**config.mk**
```make
export PLATFORM = sky130hd
export DESIGN_NAME = pixel_shader_core
export DESIGN_NICKNAME = d
export VERILOG_FILES = /design/src/rtl/pixel_shader_pkg.sv /design/src/rtl/pixel_shader_ch.sv /design/src/rtl/pixel_shader_core.sv
export SDC_FILE = /design/constraint.sdc
export NUM_CORES = 1
export LEC_CHECK = 0
export BUFFER_PORTS_ARGS = -buffer_cell sky130_fd_sc_hd__buf_2
export CAP_MARGIN = 20
export CORE_MARGIN = 4
export CORE_UTILIZATION = 45
export DETAILED_ROUTE_END_ITERATION = 10
export PLACE_DENSITY = 0.67
export SYNTH_ARGS = -nofsm -noshare
export SYNTH_HDL_FRONTEND = slang
export SYNTH_SLANG_ARGS = --single-unit
```
**constraint.sdc**
```tcl
create_clock -name clk -period 13.04 [get_ports clk]
set_clock_uncertainty 0.1 [all_clocks]
set_input_delay 1.956 -clock clk [delete_from_list [all_inputs] [get_ports clk]]
set_output_delay 1.956 -clock clk [all_outputs]
set_load 0.02 [all_outputs]
```
**src/rtl/pixel_shader_pkg.sv**
```systemverilog
// Shared constants for the pixel shader: shading modes, line FSM states, unity gain.
package pixel_shader_pkg;

  localparam logic [1:0] MODE_PASS = 2'd0;
  localparam logic [1:0] MODE_INV  = 2'd1;
  localparam logic [1:0] MODE_GAIN = 2'd2;
  localparam logic [1:0] MODE_THR  = 2'd3;

  typedef enum logic {
    LINE_IDLE = 1'b0,
    IN_LINE   = 1'b1
  } line_state_e;

  localparam int GAIN_UNITY = 16;

endpackage

```
**src/rtl/pixel_shader_ch.sv**
```systemverilog
// Combinational per-channel shading function: passthrough, invert,
// saturating gain/offset (gain is unsigned with 4 fraction bits), threshold.
module pixel_shader_ch
  import pixel_shader_pkg::*;
#(
  parameter int PIX_W  = 8,
  parameter int GAIN_W = 8
) (
  input  logic [PIX_W-1:0]  pix_i,
  input  logic [1:0]        mode_i,
  input  logic [GAIN_W-1:0] gain_i,
  input  logic [PIX_W:0]    off_i,
  output logic [PIX_W-1:0]  res_o
);

  localparam int TW = PIX_W + GAIN_W + 1;
  localparam logic [PIX_W-1:0] MAX = {PIX_W{1'b1}};

  logic [PIX_W+GAIN_W-1:0] prod_s;
  logic signed [TW-1:0]    t_s;
  logic [PIX_W-1:0]        sat_s;

  // Gain/offset in a signed width wide enough that neither product nor sum can wrap.
  always_comb begin
    prod_s = {{GAIN_W{1'b0}}, pix_i} * {{PIX_W{1'b0}}, gain_i};
    t_s    = $signed({1'b0, prod_s >> 4'd4}) + $signed({{GAIN_W{off_i[PIX_W]}}, off_i});
    if (t_s[TW-1]) begin
      sat_s = {PIX_W{1'b0}};
    end else if (|t_s[TW-2:PIX_W]) begin
      sat_s = MAX;
    end else begin
      sat_s = t_s[PIX_W-1:0];
    end
  end

  always_comb begin
    case (mode_i)
      MODE_PASS: res_o = pix_i;
      MODE_INV:  res_o = MAX - pix_i;
      MODE_GAIN: res_o = sat_s;
      MODE_THR:  res_o = (pix_i >= off_i[PIX_W-1:0]) ? MAX : {PIX_W{1'b0}};
      default:   res_o = pix_i;
    endcase
  end

endmodule

```
**src/rtl/pixel_shader_core.sv**
```systemverilog
// Two-stage valid/ready per-pixel shader with line-aligned config shadowing.
// Optional statistics counters are built when PIXEL_SHADER_STATS_EN is defined.
module pixel_shader_core
  import pixel_shader_pkg::*;
#(
  parameter int PIX_W  = 8,
  parameter int NUM_CH = 3,
  parameter int GAIN_W = 8
) (
  input  logic                    clk,
  input  logic                    rst_n,
  input  logic                    s_valid,
  output logic                    s_ready,
  input  logic [NUM_CH*PIX_W-1:0] s_data,
  input  logic                    s_last,
  input  logic [1:0]              cfg_mode,
  input  logic [GAIN_W-1:0]       cfg_gain,
  input  logic [PIX_W:0]          cfg_offset,
  output logic                    m_valid,
  input  logic                    m_ready,
  output logic [NUM_CH*PIX_W-1:0] m_data,
  output logic                    m_last
`ifdef PIXEL_SHADER_STATS_EN
  ,
  output logic [31:0]             stat_pix_cnt,
  output logic [15:0]             stat_line_cnt
`endif
);

  localparam int DW = NUM_CH * PIX_W;

  line_state_e       state_q;
  logic [1:0]        sh_mode_q;
  logic [GAIN_W-1:0] sh_gain_q;
  logic [PIX_W:0]    sh_off_q;

  logic [1:0]        cur_mode_s;
  logic [GAIN_W-1:0] cur_gain_s;
  logic [PIX_W:0]    cur_off_s;
  logic              adv_s;
  logic              acc_s;

  logic              v1_q;
  logic [DW-1:0]     d1_q;
  logic              last1_q;
  logic [1:0]        mode1_q;
  logic [GAIN_W-1:0] gain1_q;
  logic [PIX_W:0]    off1_q;

  logic              v2_q;
  logic [DW-1:0]     data2_q;
  logic              last2_q;
  logic [DW-1:0]     res_d;

  // The whole pipeline advances together whenever the output slot is free or draining.
  assign adv_s   = !v2_q || m_ready;
  assign acc_s   = s_valid && adv_s;
  assign s_ready = adv_s;
  assign m_valid = v2_q;
  assign m_data  = data2_q;
  assign m_last  = last2_q;

  // First pixel of a line sees the live config; the rest of the line sees the shadow.
  always_comb begin
    if (state_q == LINE_IDLE) begin
      cur_mode_s = cfg_mode;
      cur_gain_s = cfg_gain;
      cur_off_s  = cfg_offset;
    end else begin
      cur_mode_s = sh_mode_q;
      cur_gain_s = sh_gain_q;
      cur_off_s  = sh_off_q;
    end
  end

  always_ff @(posedge clk or negedge rst_n) begin
    if (!rst_n) begin
      state_q   <= LINE_IDLE;
      sh_mode_q <= MODE_PASS;
      sh_gain_q <= GAIN_W'(GAIN_UNITY);
      sh_off_q  <= {(PIX_W+1){1'b0}};
    end else begin
      case (state_q)
        LINE_IDLE: begin
          sh_mode_q <= cfg_mode;
          sh_gain_q <= cfg_gain;
          sh_off_q  <= cfg_offset;
          if (acc_s && !s_last) begin
            state_q <= IN_LINE;
          end
        end
        IN_LINE: begin
          if (acc_s && s_last) begin
            state_q <= LINE_IDLE;
          end
        end
        default: state_q <= LINE_IDLE;
      endcase
    end
  end

  for (genvar c = 0; c < NUM_CH; c++) begin : g_ch
    pixel_shader_ch #(
      .PIX_W  (PIX_W),
      .GAIN_W (GAIN_W)
    ) u_ch (
      .pix_i  (d1_q[c*PIX_W +: PIX_W]),
      .mode_i (mode1_q),
      .gain_i (gain1_q),
      .off_i  (off1_q),
      .res_o  (res_d[c*PIX_W +: PIX_W])
    );
  end

  always_ff @(posedge clk or negedge rst_n) begin
    if (!rst_n) begin
      v1_q    <= 1'b0;
      d1_q    <= {DW{1'b0}};
      last1_q <= 1'b0;
      mode1_q <= MODE_PASS;
      gain1_q <= GAIN_W'(GAIN_UNITY);
      off1_q  <= {(PIX_W+1){1'b0}};
      v2_q    <= 1'b0;
      data2_q <= {DW{1'b0}};
      last2_q <= 1'b0;
    end else if (adv_s) begin
      v1_q    <= s_valid;
      d1_q    <= s_data;
      last1_q <= s_last;
      mode1_q <= cur_mode_s;
      gain1_q <= cur_gain_s;
      off1_q  <= cur_off_s;
      v2_q    <= v1_q;
      data2_q <= res_d;
      last2_q <= last1_q;
    end
  end

`ifdef PIXEL_SHADER_STATS_EN
  logic [31:0] pix_cnt_q;
  logic [15:0] line_cnt_q;

  always_ff @(posedge clk or negedge rst_n) begin
    if (!rst_n) begin
      pix_cnt_q  <= 32'd0;
      line_cnt_q <= 16'd0;
    end else if (v2_q && m_ready) begin
      pix_cnt_q <= pix_cnt_q + 32'd1;
      if (last2_q) begin
        line_cnt_q <= line_cnt_q + 16'd1;
      end
    end
  end

  assign stat_pix_cnt  = pix_cnt_q;
  assign stat_line_cnt = line_cnt_q;
`endif

endmodule
```
==> results.md <==
- Multiplexer share of the synthesized area: 0.0189
- Synth Flop Type: dfrtp_1
- Syn nets: 1,715
- Worst Hold Depth: 2
- DR DRC count: 0
- CTS Buf Count: 9
- Compound-gate portion of the synthesized area: 0.136
- Routed len/inst: 17.8 µm
- Yosys Warn Count: 0
- Post-CTS Setup Bufs: 0
- Starting density of the core: 0.459
- Area share of the largest cell type after synthesis: 0.180
- Total GRT Usage: 0.211
- Post-Layout Cell Count: 1,768
- Slew Limit Fails: 0
- CTS clk-pin slew, worst paths: 80 ps
- First-pass GRT wire length: 51,900 µm
- Fraction of layout cells with a size suffix above 1: 0.0981
- Nets: 1,743
- CTS tree: done
- Port Buffers: 74
- Post-cts resize count: 0
- Sequential share of the synthesized area: 0.184
- Main combinational cell family by area after synthesis: adder cells
- Post-synth top area cell: dfrtp_1
- Most frequent cell after synthesis: and2_1
- Ports: 75
- Crit Reg-Reg Endpoint: m_data[9]$_DFFE_PN0N_
- Die width: 174 µm
- Synth top cells by count: 169 x and2_1, 162 x ha_1, 136 x inv_1
- Slew HR: 0.351
- Register bit count reported by yosys: 91
- Die ar.: 0.0303 mm²
- Most Crowded Layer GR: met2
- Worst flop-to-flop path startpoint: gain1_q[2]$_DFFE_PN0N_
- DR pass1 iterations: 5
- Hold Path Sink: last1_q$_DFFE_PN0N_
- EDFF count, synth: 0
- Worst-Skew Late Latency: 370 ps
- Synth Area in Simple Gates: 0.195
- Vias: 9,753
- Initial antenna violation count: 0
- Async S/R FF share, synth: 1.00
- Max-cap viol count: 0
- Tmin final: 6810 ps
- Req. time, crit path: 13,220 ps
- Final count of hold timing violations: 0
- Hold path start: last1_q$_DFFE_PN0N_
- RSZ-0062 raised after global routing: no
- Final period util: 0.522
- Final WL: 31,400 µm
- Critical path class: reg -> reg
- Worst R2R Path Depth: 24
- Remaining antenna violation count: 0
- Clock Sinks: 91
- GP Congestion: 0.873
- Avg Cell Area, Syn: 8.89 µm²
- Routing usage on met3: 0.0350
- Fin Setup TNS: 0 ps
- R2r setup slk: 6230 ps
- H-tree level count: 3
- Vias in the first global route: 9,859
- Worst Setup End Kind: register
- Placed Cells incl. Taps: 1,751
- Largest net degree at the start of global routing: 86
- Fmax: 147 MHz
- Post-CTS Hold Buffers: 0
- Setup-failing EPs final: 0
- Via/cell ratio: 5.52
- Met1 Use GR: 0.291
- Gate Count Post-Synth: 1,394
- Overflow after GRT: 0
- Synth cell types: 72
- Final HPWL DP: 23,900 µm
- Slew @ Worst Pin: 973 ps
- Worst EP arrival: 6990 ps
- N_diodes: 0
- Hold WS: 381 ps
- Row count: 60
- Initial DRC Count: 577
- Crit Path Max Fanout: 25
- Top cells by area, synth: dfrtp_1 18%, fa_1 18%, ha_1 16%
- Outcome: finished clean
- Largest buffer count on any clock path: 2
- Core Area: 0.0270 mm²
- M2 GR Usage: 0.353
- Post-Synth Adder-Cell Area: 0.343
- Clock root cell: clkbuf_16
- Worst Hold Class: reg -> reg
- Synthesized area: 0.0124 mm²
- Startpoint types: register
- Post-Synth XOR/XNOR Area: 0.0607
- Die Height: 174 µm
- Post-synthesis to final-layout area growth: 7.38%
- Final core occ: 0.493
-- layer usage --
layer	vias up	part of all wire
li1	4716	-
met1	4771	0.45
met2	231	0.48
met3	35	0.055
met4	0	0.013
met5	-	0
-- cells by family (layout without fill, tap and decap cells) --
logic type      Yosys count  count (layout)
buf+inv                 202             235
flops                    91              91
simple gates            469             469
mux                      21              21
fa+ha+maj               273             273
xor+xnor                 85              85
compound gates          253             253
-- registers in the layout, summed over array words and instances (netlist names), named ones only --
signal and cells:
d1_q 24, gain1_q 8, last1_q 1, m_data 24, m_last 1, m_valid 1
mode1_q 2, off1_q 9, sh_gain_q 8, sh_mode_q 2, sh_off_q 9, v1_q 1
-- cells in the final DEF (no fill, tap or decap), types with 58 or more instances in the layout --
| cell type | count |
|---|---|
| o21ai_0 | 58 |
| fa_1 | 111 |
| and2_1 | 169 |
| buf_2 | 73 |
| a21oi_1 | 58 |
| nand2_1 | 128 |
| dfrtp_1 | 89 |
| inv_1 | 135 |
| xnor2_1 | 60 |
| ha_1 | 162 |
| nor2_1 | 77 |
-- worst max path at each step --
stage / slack (ps) / end / cells after the start / from
detailed placement: 6250 / m_data[4]$_DFFE_PN0N_ / 24 / gain1_q[6]$_DFFE_PN0N_
global route: 5540 / m_data[4]$_DFFE_PN0N_ / 24 / gain1_q[6]$_DFFE_PN0N_
floorplan: 6900 / m_data[4]$_DFFE_PN0N_ / 25 / gain1_q[4]$_DFFE_PN1N_
CTS: 6250 / m_data[4]$_DFFE_PN0N_ / 24 / gain1_q[6]$_DFFE_PN0N_
finish: 6230 / m_data[9]$_DFFE_PN0N_ / 24 / gain1_q[2]$_DFFE_PN0N_
global placement: 6340 / m_data[4]$_DFFE_PN0N_ / 24 / gain1_q[6]$_DFFE_PN0N_
-- worst max-delay path, cell delays in order (launching register included) --
cell      delay [ps]
dfrtp_1          670
and2_1           300
fa_1             450
fa_1             500
inv_1             60
fa_1             540
inv_1             50
fa_1             430
ha_1             340
a21oi_1          220
nor2b_1          100
o211ai_1         170
nand3b_1         120
a41oi_1          270
nor2b_1          190
xnor2_1           80
ha_1             360
nand3_1          100
a21oi_1          260
nor2_1           120
o31ai_1          440
nor3_1           100
nor2_1           440
nor4_1           100
o21ai_0          200
-- final cells by class --
class | count | area [µm²]
Fill cell | 2585 | 13700
Multi-Input combinational cell | 1101 | 9340
Sequential cell | 91 | 2280
Inverter | 136 | 510
Timing Repair Buffer | 83 | 440
Tap cell | 341 | 427
Clock buffer | 9 | 225
Clock inverter | 7 | 86.3
-- through the flow --
stage / area (µm²) / setup slack [ps]
detailed placement: 13000 / 6250
finish: 13300 / 6230
global route: 13300 / 5540
CTS: 13300 / 6250
floorplan: 12400 / 6900
global placement: 13000 / 6340
Power is left out: the tool's default activity adds up to more than one toggle a clock period on the data nets, which glitch-free logic cannot reach.
